### src/rtl/wavegen_pkg.sv
// Constants and FSM encoding shared by the waveform generator blocks
// (sweep controller, tuning-word generator, DDS core).
package wavegen_pkg;

  localparam int unsigned CLK_HZ = 100_000_000;
  localparam int FREQ_W = 20;
  localparam int FTW_W  = 32;
  localparam int MULT_W = 16;
  localparam int SHIFT  = 10;
  localparam int PROD_W = FREQ_W + MULT_W;

  // round(2^32 / CLK_HZ * 2^SHIFT)
  localparam logic [MULT_W-1:0] MULT      = 16'd43980;
  localparam logic [FTW_W-1:0]  RESET_FTW = 32'd4294921;

  typedef enum logic [1:0] {
    IDLE = 2'd0,
    MUL  = 2'd1,
    DONE = 2'd2
  } ftw_state_e;

  // The product never exceeds PROD_W bits, so bits above it read as zero.
  function automatic logic [FTW_W-1:0] ftw_from_product(input logic [PROD_W-1:0] p);
    return FTW_W'(p >> SHIFT);
  endfunction

endpackage

### src/rtl/shift_add_mult.sv
// Serial shift-add multiplier: one bit of the constant multiplier per cycle,
// done is high during the last add cycle, product is valid the cycle after.
module shift_add_mult #(
  parameter int                OP_W     = 20,
  parameter int                MULT_W   = 16,
  parameter logic [MULT_W-1:0] MULT_VAL = 16'd1,
  parameter int                PROD_W   = OP_W + MULT_W
) (
  input  logic              clk,
  input  logic              rst_n,
  input  logic              start,
  input  logic [OP_W-1:0]   operand,
  output logic              done,
  output logic [PROD_W-1:0] product
);

  localparam int              CNT_W    = $clog2(MULT_W);
  localparam logic [CNT_W-1:0] CNT_LAST = CNT_W'(MULT_W - 1);
  localparam logic [CNT_W-1:0] CNT_ONE  = CNT_W'(1);

  logic [PROD_W-1:0] acc_q, acc_d;
  logic [CNT_W-1:0]  cnt_q, cnt_d;
  logic              run_q, run_d;
  logic [PROD_W-1:0] partial_s;

  // Next-state for the accumulator, bit index and run flag
  always_comb begin
    acc_d     = acc_q;
    cnt_d     = cnt_q;
    run_d     = run_q;
    partial_s = PROD_W'(operand) << cnt_q;
    if (start) begin
      acc_d = '0;
      cnt_d = '0;
      run_d = 1'b1;
    end else if (run_q) begin
      if (MULT_VAL[cnt_q]) begin
        acc_d = acc_q + partial_s;
      end else begin
        acc_d = acc_q;
      end
      cnt_d = cnt_q + CNT_ONE;
      if (cnt_q == CNT_LAST) begin
        run_d = 1'b0;
      end else begin
        run_d = 1'b1;
      end
    end else begin
      run_d = 1'b0;
    end
  end

  // Datapath registers
  always_ff @(posedge clk or negedge rst_n) begin
    if (!rst_n) begin
      acc_q <= '0;
      cnt_q <= '0;
      run_q <= 1'b0;
    end else begin
      acc_q <= acc_d;
      cnt_q <= cnt_d;
      run_q <= run_d;
    end
  end

  assign done    = run_q && (cnt_q == CNT_LAST);
  assign product = acc_q;

endmodule

### src/rtl/freq_tuning_word_gen.sv
// Converts the sweep frequency (Hz) into the DDS tuning word; the published
// word only changes, atomically, at the end of a serial conversion.
module freq_tuning_word_gen
  import wavegen_pkg::*;
(
  input  logic              clk,
  input  logic              rst_n,
  input  logic [FREQ_W-1:0] freq_in,
  output logic [FTW_W-1:0]  ftw,
  output logic              ftw_valid,
  output logic              busy
);

  ftw_state_e        state_q, state_d;
  logic [FREQ_W-1:0] freq_op_q, freq_op_d;
  logic              pend_q, pend_d;
  logic [FTW_W-1:0]  ftw_q, ftw_d;
  logic              ftw_valid_q, ftw_valid_d;
  logic              busy_q, busy_d;
  logic              mult_start_s;
  logic              mult_done_s;
  logic [PROD_W-1:0] product_s;

  shift_add_mult #(
    .OP_W     (FREQ_W),
    .MULT_W   (MULT_W),
    .MULT_VAL (MULT),
    .PROD_W   (PROD_W)
  ) u_mult (
    .clk     (clk),
    .rst_n   (rst_n),
    .start   (mult_start_s),
    .operand (freq_op_q),
    .done    (mult_done_s),
    .product (product_s)
  );

  // Change detection, conversion sequencing and output update
  always_comb begin
    state_d      = state_q;
    freq_op_d    = freq_op_q;
    pend_d       = pend_q;
    ftw_d        = ftw_q;
    ftw_valid_d  = 1'b0;
    mult_start_s = 1'b0;
    case (state_q)
      IDLE: begin
        // pend forces one conversion after reset even if freq_in equals 0
        if (pend_q || (freq_in != freq_op_q)) begin
          freq_op_d    = freq_in;
          pend_d       = 1'b0;
          mult_start_s = 1'b1;
          state_d      = MUL;
        end else begin
          state_d = IDLE;
        end
      end
      MUL: begin
        if (mult_done_s) begin
          state_d = DONE;
        end else begin
          state_d = MUL;
        end
      end
      DONE: begin
        ftw_d       = ftw_from_product(product_s);
        ftw_valid_d = 1'b1;
        state_d     = IDLE;
      end
      default: begin
        state_d = IDLE;
      end
    endcase
    busy_d = (state_d != IDLE);
  end

  // Control state and registered outputs
  always_ff @(posedge clk or negedge rst_n) begin
    if (!rst_n) begin
      state_q     <= IDLE;
      freq_op_q   <= '0;
      pend_q      <= 1'b1;
      ftw_q       <= RESET_FTW;
      ftw_valid_q <= 1'b0;
      busy_q      <= 1'b0;
    end else begin
      state_q     <= state_d;
      freq_op_q   <= freq_op_d;
      pend_q      <= pend_d;
      ftw_q       <= ftw_d;
      ftw_valid_q <= ftw_valid_d;
      busy_q      <= busy_d;
    end
  end

  assign ftw       = ftw_q;
  assign ftw_valid = ftw_valid_q;
  assign busy      = busy_q;

endmodule

### config.mk
export PLATFORM = sky130hd
export DESIGN_NAME = freq_tuning_word_gen
export DESIGN_NICKNAME = d
export VERILOG_FILES = /design/src/rtl/wavegen_pkg.sv /design/src/rtl/shift_add_mult.sv /design/src/rtl/freq_tuning_word_gen.sv
export SDC_FILE = /design/constraint.sdc
export NUM_CORES = 1
export LEC_CHECK = 0
export ABC_AREA = 1
export ABC_CLOCK_PERIOD_IN_PS = 3200
export CAP_MARGIN = 20
export CELL_PAD_IN_SITES_DETAIL_PLACEMENT = 0
export CELL_PAD_IN_SITES_GLOBAL_PLACEMENT = 2
export CORE_ASPECT_RATIO = 0.6
export CORE_MARGIN = 2
export CORE_UTILIZATION = 33
export DETAILED_ROUTE_END_ITERATION = 10
export PLACE_DENSITY = 0.87
export SYNTH_ARGS = -nofsm -noshare
export SYNTH_HDL_FRONTEND = slang
export SYNTH_SLANG_ARGS = --single-unit
### constraint.sdc
create_clock -name clk -period 3.2 [get_ports clk]
set_input_delay 0.64 -clock clk [delete_from_list [all_inputs] [get_ports clk]]
set_output_delay 0.64 -clock clk [all_outputs]
set_load 0.03 [all_outputs]
==> results of run 1 <==
synth_stat cells (4+ instances only):
cell type	count
sky130_fd_sc_hd__buf_1	4
sky130_fd_sc_hd__buf_2	9
sky130_fd_sc_hd__dfstp_2	8
sky130_fd_sc_hd__xor2_1	8
sky130_fd_sc_hd__o21ai_0	132
sky130_fd_sc_hd__mux2i_1	7
sky130_fd_sc_hd__xnor2_1	13
sky130_fd_sc_hd__a21oi_1	40
sky130_fd_sc_hd__dfrtp_1	84
sky130_fd_sc_hd__buf_4	8
sky130_fd_sc_hd__inv_1	147
sky130_fd_sc_hd__nand3_1	44
sky130_fd_sc_hd__nor3_1	10
sky130_fd_sc_hd__o22ai_2	10
sky130_fd_sc_hd__clkbuf_1	14
sky130_fd_sc_hd__nand2_1	433
sky130_fd_sc_hd__inv_2	11
sky130_fd_sc_hd__o21bai_1	5
sky130_fd_sc_hd__buf_6	4
sky130_fd_sc_hd__ha_1	37
sky130_fd_sc_hd__nor2_1	96
sky130_fd_sc_hd__o21ai_1	5
final cells by class:
cell class | count | area, µm²
repair buffers | 175 | 1496
clock inverters | 7 | 68.82
inverters | 160 | 606.8
clock buffers | 9 | 225.2
fillers | 2306 | 12010
multi-input cells | 860 | 4785
flip-flops and latches | 92 | 2313
well taps | 286 | 357.8
flip-flops by register name, indices dropped and copies added (netlist names):
signal	count
u_mult.run_q	1
state_q	2
u_mult.product	36
freq_op_q	20
ftw_valid	1
busy	1
pend_q	1
ftw	26
u_mult.cnt_q	4
kinds of logic (layout without fill, tap and decap cells):
kind of cell | Yosys count | after routing | share of synthesized area
AND/OR/NAND/NOR | 593 | 593 | 0.3207
buffers and inverters | 199 | 351 | 0.1125
AO/OA/AOI/OAI | 195 | 195 | 0.1471
flip-flops | 92 | 92 | 0.3179
adder cells (fa/ha/maj) | 38 | 38 | 0.06640
XOR/XNOR | 21 | 21 | 0.02529
multiplexers | 7 | 7 | 0.009634
other | 1 | 6 | 0.0005156
metal layers:
metal  GRT usage  up-vias  wire length (µm)
met5           0        -                 0
met4     0.03172        0               218
met3     0.05806       16              1675
met2      0.2679      177              9147
met1      0.3823     3562             14880
li1            -     3896                 -
worst paths after layout:
kind | end | cells past startpoint
min in group clk | ftw[22]$_DFFE_PN1P_ | 2
worst max-delay path | u_mult.product[15]$_DFFE_PN0P_ | 16
worst min register to register | ftw[22]$_DFFE_PN1P_ | 2
max in group asynchronous | ftw[11]$_DFFE_PN1P_ | 2
worst max register to register | u_mult.product[15]$_DFFE_PN0P_ | 16
worst min-delay path | u_mult.product[29]$_DFFE_PN0P_ | 1
repair_timing:
action,4_1_cts,5_1_grt
pin swaps,3,37
setup endpoints to repair,24,26
gates cloned,0,1
buffers inserted,2,17
gates resized for setup,22,201
worst register-to-register path, cell delays in order (launching register included):
cell                        delay (ns)
sky130_fd_sc_hd__dfrtp_2          0.51
sky130_fd_sc_hd__clkbuf_16        0.21
sky130_fd_sc_hd__o21ai_1          0.14
sky130_fd_sc_hd__inv_1            0.10
sky130_fd_sc_hd__o21ai_2          0.15
sky130_fd_sc_hd__nand2_1          0.08
sky130_fd_sc_hd__o21ai_2          0.09
sky130_fd_sc_hd__nand2_1          0.07
sky130_fd_sc_hd__o21ai_1          0.13
sky130_fd_sc_hd__ha_1             0.34
sky130_fd_sc_hd__a21oi_2          0.18
sky130_fd_sc_hd__nand2_1          0.17
sky130_fd_sc_hd__nor2_1           0.19
sky130_fd_sc_hd__o21ai_2          0.11
sky130_fd_sc_hd__buf_4            0.15
sky130_fd_sc_hd__xnor2_1          0.25
sky130_fd_sc_hd__o22ai_2          0.09
metrics by stage:
step                      cells  hold WS, ns  TNS (ns)  setup slack (ns)
after floorplan            1151       0.3444         0            0.4771
after global placement     1553       0.4561    -3.872           -0.2526
after detailed placement   1553       0.4584    -4.251           -0.3148
after CTS                  1571       0.2728  -0.01193         -0.007284
after global routing       1589       0.2994   -0.1827          -0.05848
final                      1589       0.2391         0            0.1022
==> out/qor.log, run 1 <==
qor: status.outcome complete, no violations
qor: timing.final-setup-viol-count 0
qor: logic_synthesis.synthCells 1146
qor: logic_synthesis.ys_seq_elements 92
qor: worst_setup_path.worst-path-buf-inv 3
qor: timing.maxClockFrequency 322.8 MHz
qor: place.placed_wire_length_estimate_after_detailed_placement 20850 µm
qor: logic_synthesis.yosysSeqAreaShare 0.3179
qor: worst_setup_path.end_kind register
qor: place.finalWeightedCongestion 0.9592
qor: layout.antenna_cells_inserted 0
qor: detailed_routing.dr.first_iter.drc_count 629
qor: logic_synthesis.synth_cell_type_count 34
qor: detailed_routing.route.final.wire_length 25920 µm
qor: logic_synthesis.syn_area 7273 µm²
qor: die.full_die_area 23280 µm²
qor: worst_setup_path.crit_path_start u_mult.cnt_q[0]$_DFFE_PN0P_
qor: worst_setup_path.timing.critical_path.slowest_stage_cell sky130_fd_sc_hd__dfrtp_2
qor: clocking.numClockSinks 92
qor: timing.rsz0062_at_grt yes
qor: place.port_buffers 49
qor: timing.maxSlewViolCount 0
qor: detailed_routing.avgViaCountPerCell 4.815
qor: worst_setup_path.crit_path_start_kind register
qor: place.postPlaceCellArea 8741 µm²
qor: timing.worst_pin_slew 0.9599 ns
qor: clocking.clkSlewWorstSetupHoldPaths 0.08 ns
qor: detailed_routing.dr_total_vias 7651
qor: worst_setup_path.critPathRequiredTime 3.44 ns
qor: clocking.cts_tree built
qor: die.core_area 21860 µm²
qor: layout.nets 1358
qor: worst_setup_path.timing_worst_setup_path_type reg2reg
qor: detailed_routing.postRouteAntennaNets 0
qor: layout.area_growth_syn_to_layout 35.47%
qor: clocking.ctsHoldBuffers 0
qor: die.die-height 119.0 µm
qor: grt.global_route.overflow_total 0
qor: grt.grt_start_max_net_pins 43
qor: timing.post-route-period-util 0.9681
qor: die.start_util 0.3327
qor: logic_synthesis.synth_largest_type_area_fraction 0.2890
qor: clocking.worstSkewPairLatency 0.37 ns
qor: worst_setup_path.worst_path_largest_cell_delay 0.51 ns
qor: clocking.cts.path.max_buffers 2
qor: worst_setup_path.critical_path.cell_chain clkbuf_16 -> o21ai_1 -> inv_1 -> o21ai_2 -> nand2_1 -> o21ai_2 -> nand2_1 -> o21ai_1 -> ha_1 -> a21oi_2 -> nand2_1 -> nor2_1 -> o21ai_2 -> buf_4 -> xnor2_1 -> o22ai_2
qor: die.rows 42
qor: layout.final_layout_size_suffix_gt1_frac 0.2410
qor: layout.layout_common_cells 409 x sky130_fd_sc_hd__nand2_1, 144 x sky130_fd_sc_hd__inv_1, 121 x sky130_fd_sc_hd__buf_4, 83 x sky130_fd_sc_hd__dfrtp_1, 75 x sky130_fd_sc_hd__nor2_1
qor: flow_run.maxCapViolations 0
qor: logic_synthesis.post_synth_top_area_cell sky130_fd_sc_hd__dfrtp_1
qor: worst_setup_path.max_fanout_on_critical_path 8
qor: detailed_routing.detail_route.drc_violations 0
qor: logic_synthesis.yosysWarnings 0
qor: min_path.hold_class in2async
qor: clocking.ctsHtreeMaxLevel 3
qor: grt.global_route_wire_length_before_repair 39250 µm
qor: worst_setup_path.critical_path.top_delay_family compound AO/OA/AOI/OAI gates
qor: worst_setup_path.reg2reg_setup_slack 0.10 ns
qor: layout.layout.core_utilization 0.4507
qor: layout.final_common_cell sky130_fd_sc_hd__nand2_1
qor: grt.grtUsageTotal 0.2236
qor: worst_setup_path.crit_arrival 3.34 ns
qor: detailed_routing.firstDrtPassIters 4
qor: clocking.number_of_clock_buffers_inserted_by_tritoncts 9
qor: detailed_routing.wl_per_cell 16.31 µm
qor: die.ioPinCount 56
qor: worst_setup_path.rr_startpoint u_mult.cnt_q[0]$_DFFE_PN0P_
qor: logic_synthesis.ys.flop_type sky130_fd_sc_hd__dfrtp_1
qor: logic_synthesis.synthArstFlopShare 1.000
qor: grt.initial_antenna_violation_count 0
qor: timing.timing_hold_violations_final 0
qor: timing.relative_slew_margins 0.3593
qor: logic_synthesis.syn_area_per_cell 6.347 µm²
qor: die.die_x 195.7 µm
qor: clocking.root_buffer_master sky130_fd_sc_hd__clkbuf_16
qor: timing.finalClockSkew 0.01542 ns
qor: logic_synthesis.synth-edff-count 0
qor: layout.layout.cell_area.non_filler 9853 µm²
qor: grt.grt_pass1_vias 6689
qor: timing.final_period_minus_worst_setup_slack 3.098 ns
qor: logic_synthesis.main_area_contributors_after_synthesis sky130_fd_sc_hd__dfrtp_1 29%, sky130_fd_sc_hd__nand2_1 22%, sky130_fd_sc_hd__o21ai_0 9.1%
Power of run 1 is left out: the tool's default activity adds up to more than one toggle a clock period on the data nets, which glitch-free logic cannot reach.
==> run 2, diff against run 1 <==
--- a/config.mk
+++ b/config.mk
@@ -15,6 +15,8 @@
 export CORE_UTILIZATION = 33
 export DETAILED_ROUTE_END_ITERATION = 10
 export PLACE_DENSITY = 0.87
+export SETUP_SLACK_MARGIN = 0.15
 export SYNTH_ARGS = -nofsm -noshare
 export SYNTH_HDL_FRONTEND = slang
 export SYNTH_SLANG_ARGS = --single-unit
+export TNS_END_PERCENT = 50
==> run 2 against run 1 <==
Against the previous run:
- register-to-register slack improved by 0.07 ns
- final area rose by 7.8%
- critical path type unchanged
- global-route usage rose by 0.10 points
- worst hold slack improved by 0.0075 ns
- sequential share of layout area fell by 1.7 points
==> out/qor.log, run 2 (synthesized netlist as in run 1, its figures left out) <==
qor: clocking.worstSkewPairLatency 0.38 ns [was 0.37 ns]
qor: detailed_routing.wl_per_cell 16.72 µm [was 16.31 µm]
qor: worst_setup_path.worst_path_largest_cell_delay 0.42 ns [was 0.51 ns]
qor: clocking.number_of_clock_buffers_inserted_by_tritoncts 9 [unchanged]
qor: worst_setup_path.critPathRequiredTime 3.46 ns [was 3.44 ns]
qor: layout.finalNonFillerCells 1604 [was 1589]
qor: status.outcome complete, no violations [unchanged]
qor: timing.rsz0062_at_grt yes [unchanged]
qor: grt.grtUsageTotal 0.2246 [was 0.2236]
qor: die.full_die_area 23280 µm² [unchanged]
qor: worst_setup_path.critical_path.top_delay_family simple AND/OR/NAND/NOR gates [was compound AO/OA/AOI/OAI gates]
qor: place.place_ws -0.3148 ns [unchanged]
qor: worst_setup_path.crit_path_start_kind register [unchanged]
qor: worst_setup_path.end_kind register [unchanged]
qor: place.dp.cells 1553 [unchanged]
qor: timing.relative_slew_margins 0.3754 [was 0.3593]
qor: die.die-height 119.0 µm [unchanged]
qor: detailed_routing.firstDrtPassIters 5 [was 4]
qor: timing.final-setup-viol-count 0 [unchanged]
qor: grt.initial_antenna_violation_count 0 [unchanged]
qor: timing.timing_hold_violations_final 0 [unchanged]
qor: clocking.clkSlewWorstSetupHoldPaths 0.08 ns [about the same]
qor: timing.final.setup.tns 0 ns [unchanged]
qor: layout.largest_register_ff_count 36 [unchanged]
qor: timing.final.setup.worst_slack 0.1726 ns [was 0.1022 ns]
qor: worst_setup_path.critical_path.cell_chain buf_6 -> clkbuf_16 -> nand2_1 -> o21ai_1 -> o21ai_1 -> nand2_1 -> o21ai_2 -> nor2_1 -> ha_1 -> nand2_1 -> nand2_1 -> nand2_1 -> nand2_1 -> a21oi_2 -> buf_4 -> o21ai_2 -> nand2_2 -> nand2_1 -> nand2_1 -> nand3_1 -> nand2_1 [was clkbuf_16 -> o21ai_1 -> inv_1 -> o21ai_2 -> nand2_1 -> o21ai_2 -> nand2_1 -> o21ai_1 -> ha_1 -> a21oi_2 -> nand2_1 -> nor2_1 -> o21ai_2 -> buf_4 -> xnor2_1 -> o22ai_2]
qor: detailed_routing.route.final.wire_length 26820 µm [was 25920 µm]
qor: layout.final_layout_size_suffix_gt1_frac 0.3278 [was 0.2410]
qor: grt.grt_pass1_vias 6789 [was 6689]
qor: clocking.numClockSinks 92 [unchanged]
qor: layout.layout.core_utilization 0.4858 [was 0.4507]
qor: timing.maxClockFrequency 330.3 MHz [was 322.8 MHz]
qor: worst_setup_path.max_fanout_on_critical_path 8 [unchanged]
qor: clocking.ctsHtreeMaxLevel 3 [unchanged]
qor: die.core_area 21860 µm² [unchanged]
qor: layout.final_common_cell sky130_fd_sc_hd__nand2_1 [unchanged]
qor: flow_run.maxCapViolations 0 [unchanged]
qor: clocking.cts.path.max_buffers 2 [unchanged]
qor: timing.final_period_minus_worst_setup_slack 3.027 ns [was 3.098 ns]
qor: worst_setup_path.worst-path-buf-inv 3 [unchanged]
qor: timing.worst_pin_slew 0.9359 ns [was 0.9599 ns]
qor: place.placed_wire_length_estimate_after_detailed_placement 20850 µm [unchanged]
qor: grt.global_route.overflow_total 0 [unchanged]
qor: worst_setup_path.path_common_cell sky130_fd_sc_hd__nand2_1
qor: detailed_routing.detail_route.drc_violations 0 [unchanged]
qor: die.ioPinCount 56 [unchanged]
qor: die.rows 42 [unchanged]
qor: timing.finalClockSkew 0.01623 ns [was 0.01542 ns]
qor: detailed_routing.avgViaCountPerCell 4.829 [was 4.815]
qor: worst_setup_path.timing_worst_setup_path_type reg2reg [unchanged]
qor: clocking.cts_tree built [unchanged]
qor: layout.area_growth_syn_to_layout 46.02% [was 35.47%]
qor: detailed_routing.postRouteAntennaNets 0 [unchanged]
qor: place.finalWeightedCongestion 0.9592 [unchanged]
qor: grt.grt_start_max_net_pins 43 [unchanged]
qor: timing.maxSlewViolCount 0 [unchanged]
qor: worst_setup_path.crit_arrival 3.29 ns [was 3.34 ns]
qor: worst_setup_path.timing.critical_path.slowest_stage_cell sky130_fd_sc_hd__dfrtp_2 [unchanged]
qor: detailed_routing.dr.first_iter.drc_count 618 [was 629]
qor: clocking.ctsHoldBuffers 0 [unchanged]
qor: clocking.root_buffer_master sky130_fd_sc_hd__clkbuf_16 [unchanged]
qor: grt.global_route_wire_length_before_repair 39540 µm [was 39250 µm]
qor: place.port_buffers 49 [unchanged]
qor: layout.antenna_cells_inserted 0 [unchanged]
qor: min_path.hold_class in2async [unchanged]
qor: die.start_util 0.3327 [unchanged]
qor: die.die_x 195.7 µm [unchanged]
qor: layout.nets 1373 [was 1358]
qor: timing.post-route-period-util 0.9460 [was 0.9681]
qor: layout.layout_common_cells 374 x sky130_fd_sc_hd__nand2_1, 140 x sky130_fd_sc_hd__inv_1, 127 x sky130_fd_sc_hd__buf_4, 83 x sky130_fd_sc_hd__dfrtp_1, 66 x sky130_fd_sc_hd__nor2_1 [was 409 x sky130_fd_sc_hd__nand2_1, 144 x sky130_fd_sc_hd__inv_1, 121 x sky130_fd_sc_hd__buf_4, 83 x sky130_fd_sc_hd__dfrtp_1, 75 x sky130_fd_sc_hd__nor2_1]
qor: detailed_routing.dr_total_vias 7746 [was 7651]
run 2: cell count changes in the layout (fill, tap and decap cells not counted), moves of 12 or more:
cell and delta:
sky130_fd_sc_hd__nand2_1 -35, sky130_fd_sc_hd__nand2_2 +22, sky130_fd_sc_hd__ha_1 -13, sky130_fd_sc_hd__nand2_4 +13, sky130_fd_sc_hd__o21ai_2 +13, sky130_fd_sc_hd__o21ai_1 -12
run 2: metrics by stage:
stage / area, µm² / hold slack [ns]
after detailed placement: 8741 / 0.4584
after global placement: 8741 / 0.4561
after floorplan: 7292 / 0.3444
after CTS: 9181 / 0.2728
final: 10620 / 0.2465
after global routing: 10620 / 0.2874
run 2: final timing paths:
path / cells after the start / slack, ns / end / startpoint
worst min register to register: 2 / 0.47 / ftw[22]$_DFFE_PN1P_ / ftw[22]$_DFFE_PN1P_
worst max register to register: 21 / 0.17 / u_mult.product[31]$_DFFE_PN0P_ / u_mult.cnt_q[0]$_DFFE_PN0P_
min in group clk: 2 / 0.47 / ftw[22]$_DFFE_PN1P_ / ftw[22]$_DFFE_PN1P_
worst min-delay path: 1 / 0.25 / u_mult.product[29]$_DFFE_PN0P_ / rst_n
worst max-delay path: 21 / 0.17 / u_mult.product[31]$_DFFE_PN0P_ / u_mult.cnt_q[0]$_DFFE_PN0P_
max in group asynchronous: 2 / 2.22 / ftw[11]$_DFFE_PN1P_ / rst_n
run 2: what timing repair did:
action                                  in CTS  in global routing
endpoints found under the setup margin      25                 28
setup buffers                                7                 26
resized for setup                           62                326
cloned                                       0                  2
pin swaps                                    5                 90
run 2: per-layer routing:
| layer | vias up | part of all wire | GRT usage |
|---|---|---|---|
| li1 | 3931 | - | - |
| met1 | 3620 | 0.56 | 0.3820 |
| met2 | 179 | 0.37 | 0.2719 |
| met3 | 16 | 0.070 | 0.05806 |
| met4 | 0 | 0.0081 | 0.03172 |
| met5 | - | 0 | 0 |
run 2: worst reg2reg max path: cells and delay by family (launching register included):
kind                     cells  cell delay [ns]
AND/OR/NAND/NOR             12             1.04
flip-flops                   1             0.42
adder cells (fa/ha/maj)      1             0.37
buffers and inverters        3             0.46
AO/OA/AOI/OAI                5             0.65
run 2: layout make-up:
type / instances / area [µm²]
well taps: 286 / 357.8
repair buffers: 190 / 1660
inverters: 160 / 610.6
flip-flops and latches: 92 / 2313
multi-input cells: 860 / 5384
clock inverters: 7 / 68.82
fillers: 2231 / 11240
clock buffers: 9 / 225.2
Power of run 2 is left out for the same reason.
